--- src/rtl/mem_ctrl_pkg.sv ---
// Shared types and helpers for the byte-wide RAM port controller.
//   - access width codes carried on mem_width
//   - FSM state encoding
//   - width_last:  width code -> index of the last byte lane (N-1)
//   - extend_load: sign/zero extension of assembled load data
package mem_ctrl_pkg;

  localparam logic [1:0] MemWByte = 2'd0;
  localparam logic [1:0] MemWHalf = 2'd1;
  localparam logic [1:0] MemWWord = 2'd2;

  typedef enum logic [2:0] {
    StIdle   = 3'd0,
    StRd     = 3'd1,
    StWr     = 3'd2,
    StRdTail = 3'd3,
    StDone   = 3'd4
  } state_e;

  // Code 2'd3 is treated as a word access.
  function automatic logic [1:0] width_last(input logic [1:0] width);
    case (width)
      MemWByte: return 2'd0;
      MemWHalf: return 2'd1;
      default:  return 2'd3;
    endcase
  endfunction

  function automatic logic [31:0] extend_load(input logic [31:0] raw, input logic [1:0] last,
                                              input logic sgn);
    case (last)
      2'd0:    return {{24{raw[7] & sgn}}, raw[7:0]};
      2'd1:    return {{16{raw[15] & sgn}}, raw[15:0]};
      default: return raw;
    endcase
  endfunction

endpackage

--- src/rtl/mem_ctrl.sv ---
// Arbitrates and sequences a single byte-wide synchronous RAM port between
// instruction fetch (IF) and the MEM stage. Each access is split into 1/2/4
// little-endian byte cycles; load bytes are assembled and extended.
//
// Ports
//   clk, rst                  clock, synchronous active-high reset
//   if_req/if_addr            fetch request (always word, unsigned), held until if_done
//   if_done/if_inst           one-cycle completion pulse, fetched word (held between pulses)
//   mem_req/we/width/signed   MEM-stage request and access attributes, held until mem_done
//   mem_addr/mem_wdata        byte address, store data (low 1/2/4 bytes used)
//   mem_done/mem_rdata        one-cycle completion pulse, extended load data (held)
//   ram_a/ram_wr/ram_dout     RAM byte address, write strobe, write byte
//   ram_din                   RAM read byte, valid one cycle after ram_a
module mem_ctrl
  import mem_ctrl_pkg::*;
#(
  parameter int unsigned ADDR_W = 17
) (
  input  logic              clk,
  input  logic              rst,
  input  logic              if_req,
  input  logic [31:0]       if_addr,
  output logic              if_done,
  output logic [31:0]       if_inst,
  input  logic              mem_req,
  input  logic              mem_we,
  input  logic [1:0]        mem_width,
  input  logic              mem_signed,
  input  logic [31:0]       mem_addr,
  input  logic [31:0]       mem_wdata,
  output logic              mem_done,
  output logic [31:0]       mem_rdata,
  output logic [ADDR_W-1:0] ram_a,
  output logic              ram_wr,
  output logic [7:0]        ram_dout,
  input  logic [7:0]        ram_din
);

  state_e      state_q, state_d;
  logic [1:0]  cnt_q, cnt_d;
  logic [1:0]  last_q, last_d;      // N-1
  logic [31:0] addr_q, addr_d;
  logic [31:0] wdata_q, wdata_d;
  logic        signed_q, signed_d;
  logic        owner_q, owner_d;    // 1 = MEM stage, 0 = IF
  logic [31:0] lanes_q, lanes_d;
  logic [31:0] if_inst_q, if_inst_d;
  logic [31:0] mem_rdata_q, mem_rdata_d;

  logic [1:0]  lane_idx;
  logic [31:0] rd_word;
  logic [31:0] addr_sum;
  logic        busy;

  // Byte requested in the previous cycle arrives now on ram_din.
  assign lane_idx = cnt_q - 2'd1;

  always_comb begin
    state_d     = state_q;
    cnt_d       = cnt_q;
    last_d      = last_q;
    addr_d      = addr_q;
    wdata_d     = wdata_q;
    signed_d    = signed_q;
    owner_d     = owner_q;
    lanes_d     = lanes_q;
    if_inst_d   = if_inst_q;
    mem_rdata_d = mem_rdata_q;
    rd_word     = lanes_q;

    case (state_q)
      StIdle: begin
        // Fixed priority: the MEM stage wins over fetch.
        if (mem_req) begin
          owner_d  = 1'b1;
          addr_d   = mem_addr;
          wdata_d  = mem_wdata;
          signed_d = mem_signed;
          last_d   = width_last(mem_width);
          cnt_d    = 2'd0;
          state_d  = mem_we ? StWr : StRd;
        end else if (if_req) begin
          owner_d  = 1'b0;
          addr_d   = if_addr;
          wdata_d  = 32'h0;
          signed_d = 1'b0;
          last_d   = 2'd3;
          cnt_d    = 2'd0;
          state_d  = StRd;
        end
      end

      StRd: begin
        if (cnt_q != 2'd0) begin
          lanes_d[{lane_idx, 3'b000} +: 8] = ram_din;
        end
        if (cnt_q == last_q) begin
          state_d = StRdTail;
        end else begin
          cnt_d = cnt_q + 2'd1;
        end
      end

      StWr: begin
        if (cnt_q == last_q) begin
          state_d = StDone;
        end else begin
          cnt_d = cnt_q + 2'd1;
        end
      end

      StRdTail: begin
        // Merge the final byte straight into the output register.
        rd_word[{last_q, 3'b000} +: 8] = ram_din;
        lanes_d = rd_word;
        if (owner_q) begin
          mem_rdata_d = extend_load(rd_word, last_q, signed_q);
        end else begin
          if_inst_d = rd_word;
        end
        state_d = StDone;
      end

      // Requests are not sampled here, so a still-held req is not re-accepted.
      StDone: state_d = StIdle;

      default: state_d = StIdle;
    endcase
  end

  always_ff @(posedge clk) begin
    if (rst) begin
      state_q     <= StIdle;
      cnt_q       <= 2'd0;
      last_q      <= 2'd0;
      addr_q      <= 32'h0;
      wdata_q     <= 32'h0;
      signed_q    <= 1'b0;
      owner_q     <= 1'b0;
      lanes_q     <= 32'h0;
      if_inst_q   <= 32'h0;
      mem_rdata_q <= 32'h0;
    end else begin
      state_q     <= state_d;
      cnt_q       <= cnt_d;
      last_q      <= last_d;
      addr_q      <= addr_d;
      wdata_q     <= wdata_d;
      signed_q    <= signed_d;
      owner_q     <= owner_d;
      lanes_q     <= lanes_d;
      if_inst_q   <= if_inst_d;
      mem_rdata_q <= mem_rdata_d;
    end
  end

  // Full 32-bit add; truncation to ADDR_W makes the address wrap.
  assign addr_sum = addr_q + {30'd0, cnt_q};
  assign busy     = (state_q == StRd) || (state_q == StWr);

  assign ram_a     = busy ? addr_sum[ADDR_W-1:0] : '0;
  assign ram_wr    = (state_q == StWr);
  assign ram_dout  = ram_wr ? wdata_q[{cnt_q, 3'b000} +: 8] : 8'h00;
  assign if_done   = (state_q == StDone) && !owner_q;
  assign mem_done  = (state_q == StDone) && owner_q;
  assign if_inst   = if_inst_q;
  assign mem_rdata = mem_rdata_q;

  if (ADDR_W < 32) begin : g_addr_hi
    logic unused_addr_hi;
    assign unused_addr_hi = ^addr_sum[31:ADDR_W];
  end

endmodule

--- config.mk ---
export PLATFORM = sky130hd
export DESIGN_NAME = mem_ctrl
export DESIGN_NICKNAME = d
export VERILOG_FILES = /design/src/rtl/mem_ctrl_pkg.sv /design/src/rtl/mem_ctrl.sv
export SDC_FILE = /design/constraint.sdc
export NUM_CORES = 1
export LEC_CHECK = 0
export BUFFER_PORTS_ARGS = -buffer_cell sky130_fd_sc_hd__buf_2
export CAP_MARGIN = 20
export CELL_PAD_IN_SITES_DETAIL_PLACEMENT = 0
export CELL_PAD_IN_SITES_GLOBAL_PLACEMENT = 2
export CORE_ASPECT_RATIO = 1.25
export CORE_MARGIN = 10
export CORE_UTILIZATION = 33
export CTS_CLUSTER_DIAMETER = 40
export DETAILED_ROUTE_END_ITERATION = 12
export GPL_TIMING_DRIVEN = 0
export HOLD_SLACK_MARGIN = 0.12
export PLACE_DENSITY = 0.93
export SKIP_LAST_GASP = 1
export SLEW_MARGIN = 20
export SYNTH_ARGS = -nofsm -noshare
export SYNTH_HDL_FRONTEND = slang
export SYNTH_SLANG_ARGS = --single-unit
--- constraint.sdc ---
create_clock -name clk -period 8 [get_ports clk]
set_input_delay 1.6 -clock clk [delete_from_list [all_inputs] [get_ports clk]]
set_output_delay 1.6 -clock clk [all_outputs]
set_load 0.01 [all_outputs]
==> qor.yml <==
finish:
  area_growth_pct: 25.7
  seq_area_um2: 3080
  drive_gt1_share_pct: 24.5
  fillCellCount: 2289
  nNetsFinal: 1117
  multiInputGateArea_um2: 3700
  design_area_um2: 8990
  final_core_util_pct: 41.9
grt:
  grtUsageTotal_pct: 16.9
  grt_pass1_vias: 6732
  top_usage_layer: "met2"
  antenna_found_initial: 1
  met3_usage_pct: 4.02
  grt_max_degree: 17
  gr-usage-met1_pct: 19.8
  grtUsageMet2_pct: 29.1
  overflow: 0
  grt_pass1_wl_mm: 37.2
logic_synthesis:
  synth_ff_type: "dfxtp_1"
  async_reset_ff_share_pct: 0
  syn_nets: 931
  ys_warn_count: 0
  syn_avg_cell_area_um2: 8.88
  synthTopCellsByCount: "dfxtp_1, nor2_1, a211oi_1, a22oi_1, clkbuf_1"
  synth.top_cell.area_share_pct: 43.1
  synth.distinct_cells: 63
  mappedNetlistArea_um2: 7150
  synth_cells: 806
  synth-seq-cells: 154
  synthTopCellsByArea: "dfxtp_1, nor2_1, a211oi_1"
  synth_most_common_cell: "dfxtp_1"
  synth_edf_count: 0
  yosysSeqAreaShare_pct: 43.1
  yosysTopAreaCell: "dfxtp_1"
run:
  max_cap_violations: 0
drt:
  avgViaCountPerCell: 5.16
  detail-route-antenna-nets: 0
  drc_errors: 0
  via_count: 6629
  drt_iter0_markers: 407
  drt_first_pass_iters: 5
  wl_mm: 24.0
  wl_per_cell_um: 18.7
clock_network:
  cts_buffer_depth: 2
  cts_resized: 0
  cts.clk_slew.worst_paths_ps: 60
  numCtsBuffers: 17
  cts.sinks: 154
  cts_tree: "done"
  postCtsSetupBuffers: 0
  htree_levels: 4
  cts-root-buf: "clkbuf_16"
  hold_buffers: 0
  insertion_delay_ps: 430
power:
  peakVddDrop_mv: 0.160
  power_density_nw_per_um2: 280
  p_leak_nw: 3.79
worst_setup_path:
  cp_max_fo: 10
  cp_num_buf_inv: 3
  critPathKind: "reg2out"
  critPathSlowestCell: "fa_1"
  critPathTopFamily: "buffers and inverters"
  cp-start-kind: "flip-flop"
  crit_arrival_ps: 3440
  endpoint_kind: "output pin"
  cp_slowest_stage_delay_ps: 540
  required_ps: 6400
  path_cells: "clkbuf_1 > inv_1 > fa_1 > and4b_1 > nand3_1 > or4_1 > a21oi_1 > buf_2"
floorplan:
  core_um2: 21500
  die_w_um: 152
  initial_utilization_pct: 33.3
  rows: 60
  io_pins: 204
  fp.dieH_um: 185
  die_area_um2: 28000
timing:
  grt_setup_unrepaired: "false"
  skew_ps: 8.49
  post-route-period-util_pct: 63.0
  min_period_ps: 5040
  slew_headroom_pct: 24.9
  slew_viol_final: 0
  tns_ps: 0
  hold_viol_final: 0
  setup_viol: 0
  worst_slack_ps: 2960
  fmax_ghz: 0.198
  worst_pin_slew_ps: 1110
placed_design:
  dp_hpwl_mm: 18.2
  gp_congestion: 0.816
  io_buffers: 167
  place_area_um2: 8340
  dp_slack_ps: 3330
worst_hold_path:
  hp-class: "reg2reg"
status:
  status: "finished clean"
-- cells in the final DEF (no fill, tap or decap), types with 7 or more instances in the layout --
| cell | synthesis | layout |
|---|---|---|
| buf_2 | 24 | 191 |
| dfxtp_1 | 154 | 154 |
| nor2_1 | 149 | 149 |
| a211oi_1 | 62 | 62 |
| a22oi_1 | 49 | 49 |
| clkbuf_1 | 40 | 40 |
| a21oi_1 | 37 | 37 |
| o21ai_0 | 30 | 30 |
| nor2b_1 | 26 | 26 |
| nand2_1 | 22 | 22 |
| mux2i_1 | 18 | 18 |
| clkbuf_16 | 0 | 17 |
| inv_1 | 16 | 16 |
| nor3_1 | 15 | 15 |
| a22o_1 | 14 | 14 |
| a221oi_1 | 13 | 13 |
| and3_1 | 12 | 12 |
| ha_1 | 12 | 12 |
| mux4_2 | 8 | 8 |
| nand3_1 | 8 | 8 |
| xnor2_1 | 8 | 8 |
| a2bb2oi_1 | 8 | 8 |
| nand2b_1 | 7 | 7 |
-- cells by family (layout without fill, tap and decap cells) --
group	Yosys count	after routing	share of synthesized area [%]
other cells	0	1	0
compound gates	237	237	23.7
xor+xnor	14	14	1.71
flops	154	154	43.1
buf+inv	85	284	5.14
simple gates	276	276	18.7
fa+ha+maj	13	13	2.38
mux	27	27	5.19
-- registers in the layout, summed over array words and instances (netlist names) --
register and cells:
lanes_q 32, state_q 3, last_q 2, cnt_q 2, owner_q 1, wdata_q 32
if_inst 32, addr_q 17, mem_rdata 32, signed_q 1
-- power by group --
part	internal (W)	switching [W]	total [W]
clock	0.000551	0.000340	0.000891
sequential	0.000857	0.0000705	0.000927
combinational	0.000253	0.000443	0.000697
total	0.00166	0.000854	0.00252
-- worst paths after layout --
| path | start | endpoint | slack (ps) | depth (start not counted) |
|---|---|---|---|---|
| worst max-delay path | cnt_q[1]$_SDFFE_PP0P_ | ram_a[16] | 2960 | 8 |
| worst min register to register | if_inst[9]$_SDFFE_PP0P_ | if_inst[9]$_SDFFE_PP0P_ | 460 | 2 |
| worst min-delay path | if_inst[9]$_SDFFE_PP0P_ | if_inst[9]$_SDFFE_PP0P_ | 460 | 2 |
| worst max register to register | cnt_q[1]$_SDFFE_PP0P_ | lanes_q[23]$_SDFFE_PP0P_ | 5130 | 7 |
-- per-layer routing --
metal	wire, um	up-vias
li1	-	3305
met1	10100	3129
met2	12200	165
met3	1200	30
met4	503	0
met5	0	-
-- stage by stage --
stage / power (W) / hold WS, ps / instances
finish: 0.00252 / 458 / 1285
global route: 0.00265 / 489 / 1285
CTS: 0.00254 / 456 / 1284
detailed placement: 0.00165 / 447 / 1252
global placement: 0.00164 / 446 / 1252
floorplan: 0.00140 / 441 / 806
-- worst reg2reg max path: stages (launching register included) --
cell	delay, ps
dfxtp_1	440
clkbuf_1	530
inv_1	250
ha_1	290
nor4b_2	370
nand4_1	220
a21oi_1	520
a22o_1	210
-- area by class of cell --
| type | count | area share, % |
|---|---|---|
| clock buffer | 20 | 5.19 |
| tap | 279 | 3.88 |
| buffer | 69 | 3.42 |
| sequential | 154 | 34.3 |
| antenna | 1 | 0.0278 |
| clock inverter | 12 | 2.07 |
| multi-input combinational | 567 | 41.2 |
| inverter | 16 | 0.668 |
| timing repair buffer | 167 | 9.29 |
(Power assumes the default switching activity.)
